[config.mk]
export PLATFORM = sky130hd
export DESIGN_NAME = xcorr_peak_search
export DESIGN_NICKNAME = d
export VERILOG_FILES = /design/src/rtl/xcorr_peak_search.sv
export SDC_FILE = /design/constraint.sdc
export NUM_CORES = 1
export LEC_CHECK = 0
export BUFFER_PORTS_ARGS = -buffer_cell sky130_fd_sc_hd__buf_4
export CELL_PAD_IN_SITES_DETAIL_PLACEMENT = 0
export CELL_PAD_IN_SITES_GLOBAL_PLACEMENT = 1
export CORE_MARGIN = 8
export CORE_UTILIZATION = 37
export DETAILED_ROUTE_END_ITERATION = 10
export PLACE_DENSITY = 0.92
export SETUP_SLACK_MARGIN = 0.4
export SLEW_MARGIN = 0
export SYNTH_ARGS = -nofsm -noshare
export SYNTH_HDL_FRONTEND = slang
export SYNTH_SLANG_ARGS = --single-unit
[constraint.sdc]
create_clock -name clk -period 3.7 [get_ports clk]
set_clock_uncertainty 0.15 [all_clocks]
set_input_delay 0.74 -clock clk [delete_from_list [all_inputs] [get_ports clk]]
set_output_delay 0.74 -clock clk [all_outputs]
set_load 0.005 [all_outputs]
[src/rtl/xcorr_peak_search.sv]
// Peak-lag search over streamed cross-correlation frames for six microphone pairs.
// A completed frame updates all six lags at once and fires a fixed-length ena pulse.
module xcorr_peak_search #(
  parameter int MAX_LAG = 6,
  parameter int CORR_W  = 32,
  parameter int ENA_W   = 4
) (
  input  logic                     clk,
  input  logic                     rst_n,
  input  logic                     frame_start,
  input  logic                     corr_valid,
  input  logic signed [CORR_W-1:0] corr_val,
  output logic signed [32:0]       lag_diff1,
  output logic signed [32:0]       lag_diff2,
  output logic signed [32:0]       lag_diff3,
  output logic signed [32:0]       lag_diff4,
  output logic signed [32:0]       lag_diff5,
  output logic signed [32:0]       lag_diff6,
  output logic                     ena,
  output logic                     busy,
  output logic                     frame_err
);

  localparam int LW = $clog2(MAX_LAG) + 2;
  localparam int EW = $clog2(ENA_W + 1);
  localparam logic signed [LW-1:0] LAG_HI    = LW'(MAX_LAG);
  localparam logic signed [LW-1:0] LAG_LO    = -LAG_HI;
  localparam logic [2:0]           PAIR_LAST = 3'd5;
  localparam logic [EW-1:0]        ENA_LOAD  = EW'(ENA_W - 1);

  typedef enum logic [1:0] {S_IDLE = 2'd0, S_SCAN = 2'd1, S_DONE = 2'd2} state_t;

  state_t                    r_state;
  logic [2:0]                r_pair_cnt;
  logic signed [LW-1:0]      r_lag_cnt;
  logic signed [CORR_W-1:0]  r_max;
  logic signed [LW-1:0]      r_best;
  logic signed [LW-1:0]      r_shadow [6];
  logic signed [32:0]        r_lag_out [6];
  logic                      r_ena;
  logic                      r_ena_pend;
  logic [EW-1:0]             r_ena_cnt;
  logic                      r_busy;
  logic                      r_frame_err;

  logic                      w_restart;
  logic                      w_accept;
  logic [2:0]                w_pair;
  logic signed [LW-1:0]      w_lag;
  logic                      w_take;
  logic signed [LW-1:0]      w_best;
  logic                      w_lag_end;
  logic                      w_complete;

  function automatic logic signed [32:0] sext33(input logic signed [LW-1:0] v);
    return {{(33 - LW){v[LW-1]}}, v};
  endfunction

  // A restarting sample is always pair 0, lag -MAX_LAG, whatever the counters say.
  always_comb begin
    w_restart = frame_start && ((r_state == S_IDLE) || (r_state == S_SCAN));
    w_accept  = corr_valid && (w_restart || (r_state == S_SCAN));
    if (w_restart) begin
      w_pair = 3'd0;
      w_lag  = LAG_LO;
    end else begin
      w_pair = r_pair_cnt;
      w_lag  = r_lag_cnt;
    end
    w_take     = (w_lag == LAG_LO) || (corr_val > r_max);
    w_best     = w_take ? w_lag : r_best;
    w_lag_end  = (w_lag == LAG_HI);
    w_complete = w_accept && w_lag_end && (w_pair == PAIR_LAST);
  end

  // Scan FSM, running max, shadow lags, published lags and ena pulse.
  always_ff @(posedge clk or negedge rst_n) begin
    if (!rst_n) begin
      r_state     <= S_IDLE;
      r_pair_cnt  <= 3'd0;
      r_lag_cnt   <= LAG_LO;
      r_max       <= '0;
      r_best      <= '0;
      r_ena       <= 1'b0;
      r_ena_pend  <= 1'b0;
      r_ena_cnt   <= '0;
      r_busy      <= 1'b0;
      r_frame_err <= 1'b0;
      for (int k = 0; k < 6; k++) begin
        r_shadow[k]  <= '0;
        r_lag_out[k] <= '0;
      end
    end else begin
      r_frame_err <= frame_start && (r_state == S_SCAN);

      if (w_accept) begin
        r_max  <= w_take ? corr_val : r_max;
        r_best <= w_best;
        if (w_lag_end) begin
          r_shadow[w_pair] <= w_best;
          r_lag_cnt        <= LAG_LO;
          r_pair_cnt       <= w_pair + 3'd1;
        end else begin
          r_lag_cnt  <= w_lag + LW'(1);
          r_pair_cnt <= w_pair;
        end
      end else if (w_restart || (r_state != S_SCAN)) begin
        r_lag_cnt  <= LAG_LO;
        r_pair_cnt <= 3'd0;
      end

      // The last pair's result is still in flight, so it bypasses its shadow.
      if (w_complete) begin
        r_state <= S_DONE;
        r_busy  <= 1'b0;
        for (int k = 0; k < 5; k++) begin
          r_lag_out[k] <= sext33(r_shadow[k]);
        end
        r_lag_out[5] <= sext33(w_best);
      end else begin
        case (r_state)
          S_IDLE: begin
            r_state <= w_restart ? S_SCAN : S_IDLE;
            r_busy  <= w_restart;
          end
          S_SCAN: begin
            r_state <= S_SCAN;
            r_busy  <= 1'b1;
          end
          S_DONE: begin
            r_state <= frame_start ? S_SCAN : S_IDLE;
            r_busy  <= frame_start;
          end
          default: begin
            r_state <= S_IDLE;
            r_busy  <= 1'b0;
          end
        endcase
      end

      // A completion during a live pulse inserts one low cycle before the new pulse.
      if (w_complete) begin
        if (r_ena) begin
          r_ena      <= 1'b0;
          r_ena_pend <= 1'b1;
        end else begin
          r_ena     <= 1'b1;
          r_ena_cnt <= ENA_LOAD;
        end
      end else if (r_ena_pend) begin
        r_ena      <= 1'b1;
        r_ena_pend <= 1'b0;
        r_ena_cnt  <= ENA_LOAD;
      end else if (r_ena) begin
        if (r_ena_cnt == EW'(0)) begin
          r_ena <= 1'b0;
        end else begin
          r_ena_cnt <= r_ena_cnt - EW'(1);
        end
      end
    end
  end

  assign lag_diff1 = r_lag_out[0];
  assign lag_diff2 = r_lag_out[1];
  assign lag_diff3 = r_lag_out[2];
  assign lag_diff4 = r_lag_out[3];
  assign lag_diff5 = r_lag_out[4];
  assign lag_diff6 = r_lag_out[5];
  assign ena       = r_ena;
  assign busy      = r_busy;
  assign frame_err = r_frame_err;

endmodule

==> impl_results.rst, run 1 <==
.. list-table::
   :header-rows: 1

   * - Metric
     - Value
   * - Result of the run
     - complete, no violations
   * - Hold buffer count at CTS
     - 0
   * - Clock edge transition at the registers on the reported setup and hold paths
     - approximately 0.070 ns
   * - Routed Antenna Nets
     - 0
   * - Root cell of the clock tree
     - clkbuf_16
   * - Flops & latches, synth
     - 108
   * - Wire length on met3
     - between 1500 and 2000 um
   * - Maximum capacitance violations
     - 0
   * - Data required time of the worst path
     - 3.76 ns
   * - Highest clock rate
     - 0.321 GHz
   * - Wirelength, routed
     - about 15000 um
   * - Setup TNS
     - 0 ns
   * - Proportion of synthesized chip area in sequential cells
     - about two fifths
   * - Share of layout cells above drive strength 1
     - 36.1%
   * - Clock latency on the worst-skew pair
     - 0.36 ns
   * - Remaining design rule violation count
     - 0
   * - Count of pins on the block boundary
     - 237
   * - Drt wl/cell
     - 15.0 um
   * - Number of H-tree levels
     - 3
   * - EDFF count, synth
     - 0
   * - Worst Tran Pin Value
     - 0.909 ns
   * - Crit start category
     - primary input
   * - Worst vdd ir
     - 0.370 mV
   * - Slack of the worst reg-to-reg path
     - 0.71 ns
   * - Cell with the biggest individual delay on the critical path
     - mux2i_1
   * - Die Span Y
     - 151 um
   * - Cell occurring most often along the worst timing path
     - nand4_1
   * - Total Routing Usage GR
     - 12.8%
   * - Met2 WL
     - 7220 um
   * - Pin count of the biggest net entering global routing
     - 56
   * - Final setup fails
     - 0
   * - Clock net sink count
     - 108
   * - Final Power
     - 2890 uW
   * - Worst hold-check path type
     - in -> async
   * - Warnings, synthesis
     - 0
   * - Worst Setup End Kind
     - register
   * - Vias in the first global route
     - between 4000 and 5000
   * - Half-perimeter wire length after detailed placement
     - 11700 um
   * - Wire length of the first global-routing pass
     - 23400 um
   * - Proportion of power drawn by flip-flops and latches
     - 46.6%
   * - Via-per-instance ratio
     - 4.68
   * - Clock buffer depth
     - 2
   * - Die ar.
     - 22700 sq um
   * - Cell area after placement
     - roughly 7500 sq um
   * - Post-synthesis area per instance
     - ~9.4 sq um
   * - Post-layout minimum cycle time
     - between 3 and 4 ns
   * - Yosys top cell by area
     - dfrtp_1
   * - Final hold violation count
     - 0
   * - Sw Ratio
     - 28.3%
   * - Wire length the detailed router placed on met1
     - about 6000 um
   * - Initial antenna violation count
     - 0
   * - Data arrival time at the worst-slack endpoint
     - between 3 and 4 ns
   * - Proportion of netlist area held by the largest area contributor
     - 39.2%
   * - Worst hold margin
     - 0.296 ns
   * - Leakage power
     - just over 0.004 uW
   * - Path type of the worst setup path
     - in -> reg
   * - Die boundary width
     - about 150 um
   * - Cell internal pwr
     - just over 2000 uW
   * - Leading post-synthesis cells by instance count
     - 168 x buf_4, 113 x nand2_1, 105 x dfrtp_1
   * - FFs w/ async S/R, synth
     - between 90% and 100%
   * - Predominant post-synthesis flop cell
     - dfrtp_1
   * - Power Density
     - roughly 370 nW/um^2
   * - Clock share of power
     - 32.3%
   * - Uppermost metal layer occupied by signal nets
     - met4
   * - Nets
     - 854
   * - Fin. max-slew vios
     - 0
   * - Initial standard-cell utilization of the core
     - between 30% and 40%
   * - Most frequently used cell type in the post-synthesis netlist
     - buf_4
   * - RSZ-0062 raised after global routing
     - false
   * - Total core area
     - roughly 18000 sq um
   * - Library cells used by synthesis
     - 53
   * - Area Overhead vs Synth
     - 16.5%
   * - Overflow left after global routing
     - 0
   * - Largest cells by area after synthesis
     - dfrtp_1 39%, buf_4 19%, ha_1 7.1%
   * - Number of I/O port buffers
     - ~240
   * - Critical path peak fanout
     - 6
   * - Routability congestion estimate
     - between 0.7 and 0.8
   * - Area of the mapped netlist
     - around 6700 sq um
   * - DR iter-0 viols
     - approximately 240
   * - Post-route cell area
     - 7820 sq um
   * - Worst relative slew slack
     - 39.4%
   * - Final antenna diode count
     - 0
   * - Num rows
     - between 40 and 50
   * - Gate power share
     - 21.1%
   * - Synth Net Count
     - 784
   * - Switching component of the power
     - 819 uW
   * - TritonCTS buffer count
     - 9
   * - CTS tree
     - yes
   * - Final Cycle Share
     - between 80% and 90%
   * - Delay of the slowest critical-path stage
     - 0.55 ns
   * - Total number of vias
     - 4744
   * - Instance count of the mapped netlist
     - 710
   * - Ordered cell list for the critical path
     - buf_4 -> ha_1 -> nand4_1 -> nor4_2 -> nand4_1 -> nor3_1 -> or3_1 -> mux2i_1 -> o31ai_1
   * - First-pass DRT Iterations
     - 4
-- sequential cells by signal, summed over array words and instances, names as in the netlist --
register / count
lag_diff2: 5
r_state: 2
r_ena_pend: 1
lag_diff5: 5
r_lag_cnt: 5
r_max: 32
r_best: 5
r_ena_cnt: 3
frame_err: 1
lag_diff4: 5
lag_diff6: 5
ena: 1
lag_diff1: 5
r_pair_cnt: 3
lag_diff3: 5
r_shadow: 25
-- path summary, 6_finish.rpt --
check | startpoint | end | depth (start not counted)
worst min-delay path | rst_n | r_lag_cnt[2] | 1
min in group clk | lag_diff4[3] | lag_diff4[3] | 2
worst min register to register | lag_diff4[3] | lag_diff4[3] | 2
worst max-delay path | corr_val[27] | r_shadow[9] | 9
max in group asynchronous | rst_n | r_shadow[18] | 2
worst max register to register | r_max[31] | r_shadow[9] | 9
-- power by group through the flow --
stage               sequential (uW)  combinational, uW  clock, uW
finish                         1350                610        933
detailed placement             1370                613          0
global placement               1370                597          0
global route                   1360                696       1010
CTS                            1350                619        968
floorplan                      1350                442          0
-- logic make-up after synthesis --
kind of cell             synth area share, %
AO/OA/AOI/OAI                           8.22
AND/OR/NAND/NOR                         14.1
flip-flops                              40.3
buffers and inverters                   22.7
multiplexers                            7.25
adder cells (fa/ha/maj)                 7.09
XOR/XNOR                               0.261
-- cell type report --
class | instances | area (sq um)
Clock buffer | 12 | 256
Tap cell | 229 | 287
Multi-Input combinational cell | 371 | 2480
Inverter | 44 | 165
Fill cell | 1742 | 10100
Timing Repair Buffer | 246 | 1880
Clock inverter | 4 | 32.5
Sequential cell | 108 | 2710
-- layout by cell type (no fill, tap or decap), types with 2 or more instances in the layout --
cell / Yosys / layout
buf_4: 168 / 243
nand2_1: 113 / 113
dfrtp_1: 105 / 105
inv_1: 43 / 43
ha_1: 38 / 38
mux2_1: 29 / 29
nor2_1: 27 / 27
a21oi_1: 21 / 21
o31ai_1: 18 / 18
nand3_1: 12 / 12
nand2b_1: 11 / 11
clkbuf_16: 0 / 9
o21ai_0: 8 / 8
nand4_1: 8 / 8
mux2_2: 8 / 8
mux2i_1: 7 / 7
nor3_1: 7 / 6
o31a_1: 6 / 6
or2_2: 5 / 5
a31oi_1: 5 / 5
o21ai_1: 4 / 4
nor4_1: 4 / 4
a22oi_1: 3 / 3
o211ai_1: 3 / 3
or3_1: 3 / 3
a22o_1: 3 / 3
buf_12: 0 / 3
dfstp_2: 3 / 3
and2_1: 2 / 2
and4_1: 2 / 2
nor2b_1: 2 / 2
nor4_2: 2 / 2
nand3b_1: 2 / 2
clkbuf_8: 0 / 2
-- timing repair --
action | in CTS | in global routing
setup endpoints to repair | 0 | 5
gates resized for setup | 0 | 1
buffers inserted | 0 | 0
-- layer usage --
metal	GRT usage, %	vias up
li1	-	2347
met2	22.2	179
met1	14.9	2201
met5	0	-
met3	4.06	17
met4	3.46	0
-- stage by stage --
step | std cells | util (%) | setup slack [ns]
6_report | 1014 | 43.7 | 0.587
4_1_cts | 1014 | 43.6 | 0.601
5_1_grt | 1014 | 43.7 | 0.407
2_1_floorplan | 710 | - | 0.438
3_5_place_dp | 998 | 42.0 | 0.240
3_3_place_gp | 998 | 42.0 | 0.300
-- critical path, delay by kind of cell --
| kind | cells | cell delay, ns |
|---|---|---|
| fa+ha+maj | 1 | 0.30 |
| mux | 1 | 0.55 |
| simple gates | 5 | 1.29 |
| compound gates | 1 | 0.17 |
| buf+inv | 1 | 0.11 |
Note: power is estimated with default switching activity, not from simulation.
==> inputs of run 2 (changes only) <==
Clock period 3.7 ns to 3 ns, I/O delays scaled along.
==> run 2 against run 1 <==
Compared with the run above: register-to-register slack worse by 0.55 ns; power up 40%; first-iteration DRC count is 25% lower; sequential share of layout area fell by 3.3 points; cell count grew 3.1%; via count is 3.7% higher; critical endpoint is now r_max[2]; sequential power increased by 24%.
==> impl_results.rst, run 2 (same netlist as run 1, synthesis figures left out) <==
.. list-table::
   :header-rows: 1

   * - Metric
     - Value
   * - Result of the run
     - complete, no violations
   * - Wire length of the first global-routing pass
     - 25300 um (+7.8%)
   * - Total number of vias
     - 4921 (+3.7%)
   * - Post-Route Utilization
     - 48.2% (+4.5 points)
   * - Overflow left after global routing
     - 0 (unchanged)
   * - Via-per-instance ratio
     - 4.71 (+0.65%)
   * - Final hold violation count
     - 0 (unchanged)
   * - Worst Setup End Kind
     - register
   * - Routed Antenna Nets
     - 0 (unchanged)
   * - Total Routing Usage GR
     - 13.8% (+0.98 points)
   * - Clock edge transition at the registers on the reported setup and hold paths
     - 0.07 ns (about the same)
   * - Worst vdd ir
     - 0.398 mV (+7.8%)
   * - Setup TNS
     - 0 ns (unchanged)
   * - Slack of the worst reg-to-reg path
     - 0.16 ns (-0.55 ns)
   * - Highest clock rate
     - between 0.3 and 0.4 GHz
   * - Critical path peak fanout
     - 14 (+8)
   * - Die boundary width
     - 151 um (unchanged)
   * - Worst relative slew slack
     - 39.1% (-0.32 points)
   * - Cell with the biggest individual delay on the critical path
     - dfrtp_1
   * - Final Cycle Share
     - 94.7%
   * - Die ar.
     - 22700 sq um (unchanged)
   * - Leading registers by flop count
     - r_max x32, r_shadow x25
   * - Maximum capacitance violations
     - 0 (unchanged)
   * - Area of the multi-input gates
     - 2960 sq um (+19%)
   * - Final setup fails
     - 0 (unchanged)
   * - Leakage power
     - 0.00450 uW (+8.7%)
   * - Data arrival time at the worst-slack endpoint
     - 2.92 ns (-0.26 ns)
   * - Drt wl/cell
     - 15.6 um (+4.2%)
   * - Worst Tran Pin Value
     - 0.914 ns (+0.00480 ns)
   * - Clock net sink count
     - 108 (unchanged)
   * - Number of I/O port buffers
     - 236 (unchanged)
   * - Path type of the worst setup path
     - reg -> reg
   * - Post-layout minimum cycle time
     - about 2.8 ns
   * - Number of H-tree levels
     - 3 (unchanged)
   * - Pin count of the biggest net entering global routing
     - 51 (-8.9%)
   * - End of the worst register-to-register path
     - r_max[2]
   * - Data required time of the worst path
     - 3.08 ns (-0.68 ns)
   * - Worst Setup Slack post-DPL
     - -0.222 ns (-0.462 ns)
   * - Delay of the slowest critical-path stage
     - 0.37 ns (-0.18 ns)
   * - Clock buffer depth
     - 2 (unchanged)
   * - Final antenna diode count
     - 0 (unchanged)
   * - Worst R2R Start
     - r_max[30]
   * - Vias in the first global route
     - 4821 (+6.5%)
   * - Ordered cell list for the critical path
     - inv_1 -> ha_4 -> nand4_4 -> nor4_4 -> nand4_1 -> nor3_4 -> nor4_4 -> nor3_4 -> buf_6 -> buf_12 -> mux2_2
   * - Total core area
     - 17900 sq um (unchanged)
   * - CTS tree
     - yes
   * - Share of layout cells above drive strength 1
     - 46.7% (+11 points)
   * - Area Overhead vs Synth
     - 28.6%
   * - Initial antenna violation count
     - 0 (unchanged)
   * - Power Density
     - 470 nW/um^2 (+27%)
   * - Leading cell types in the layout, fill and taps excluded
     - 266 x buf_4, 110 x nand2_1, 105 x dfrtp_1, 39 x inv_1, 28 x ha_1
   * - Count of pins on the block boundary
     - 237 (unchanged)
   * - Clock latency on the worst-skew pair
     - 0.35 ns (about the same)
   * - Register containing the most flip-flops in the final layout
     - r_max
   * - Remaining design rule violation count
     - 0 (unchanged)
   * - TritonCTS buffer count
     - 9 (unchanged)
   * - Count of cells along the worst register-to-register path
     - 11 (+2)
   * - Fin. max-slew vios
     - 0 (unchanged)
   * - Nets
     - 885 (+3.6%)
   * - Crit start category
     - register
   * - Hold buffer count at CTS
     - 0 (unchanged)
   * - Num rows
     - 49 (unchanged)
   * - Die Span Y
     - 151 um (unchanged)
   * - Final worst slack
     - 0.159 ns (-0.428 ns)
   * - DR iter-0 viols
     - 178 (-25%)
   * - Root cell of the clock tree
     - clkbuf_16
   * - RSZ-0062 raised after global routing
     - true
   * - Final Power
     - 4060 uW (+40%)
   * - Initial standard-cell utilization of the core
     - 37.5% (unchanged)
   * - Largest register FFs
     - 32 (unchanged)
   * - Area used by sequential logic in the layout
     - 2710 sq um (unchanged)
   * - First-pass DRT Iterations
     - 4 (unchanged)
   * - Worst hold-check path type
     - in -> async
   * - Wirelength, routed
     - 16300 um (+7.4%)
   * - Fillers
     - 1663 (-4.5%)
   * - Commonest non-fill, non-tap cell in the layout
     - buf_4
   * - Worst hold margin
     - 0.125 ns (-0.171 ns)
   * - Half-perimeter wire length after detailed placement
     - 12200 um (+4.4%)
   * - Routability congestion estimate
     - 0.796 (+1.1%)
-- run 2: layout make-up --
| type | instances | area share (%) |
|---|---|---|
| Multi-Input combinational cell | 371 | 34.3 |
| Clock buffer | 10 | 2.77 |
| Sequential cell | 108 | 31.4 |
| Clock inverter | 6 | 0.884 |
| Timing Repair Buffer | 277 | 25.4 |
| Inverter | 44 | 1.97 |
| Tap cell | 229 | 3.32 |
-- run 2: worst max path at each step --
| stage | startpoint | end | cells after the start |
|---|---|---|---|
| after detailed placement | corr_val[10] | lag_diff6[2] | 9 |
| after global placement | corr_val[10] | r_shadow[22] | 9 |
| after CTS | r_max[27] | r_max[2] | 11 |
| final | r_max[30] | r_max[2] | 11 |
| after floorplan | corr_val[26] | r_best[0] | 9 |
| after global routing | r_max[27] | r_max[1] | 12 |
-- run 2: per-stage QoR --
step / std cells / cell area [sq um]
after floorplan: 710 / 7050
after global placement: 1017 / 7960
after detailed placement: 1017 / 7960
after CTS: 1042 / 8430
after global routing: 1045 / 8630
final: 1045 / 8630
-- run 2: power breakdown --
group	total [uW]	internal, uW	leakage, uW	switching (uW)
Sequential	1670	1600	0.00140	79.7
Clock	1250	687	0.000156	565
Combinational	1130	603	0.00295	530
Total	4060	2890	0.00450	1170
-- run 2: repair_timing --
action | in CTS | in global routing
setup endpoints to repair | 67 | 67
pin swaps | 9 | 13
buffers inserted | 7 | 3
cloned | 2 | 0
gates resized for setup | 16 | 28
-- run 2: layer usage --
| layer | global-route usage (%) | wire [um] | vias to the layer above |
|---|---|---|---|
| met5 | 0 | 0 | - |
| met1 | 16.6 | 6570 | 2349 |
| met4 | 2.52 | 121 | 0 |
| met3 | 3.97 | 1610 | 11 |
| li1 | - | - | 2402 |
| met2 | 24.1 | 7980 | 159 |
-- run 2: critical path, delay by kind of cell, from the launching register on --
kind / cells / cell delay (ns)
flops: 1 / 0.37
mux: 1 / 0.34
buf+inv: 3 / 0.37
simple gates: 6 / 1.21
fa+ha+maj: 1 / 0.29
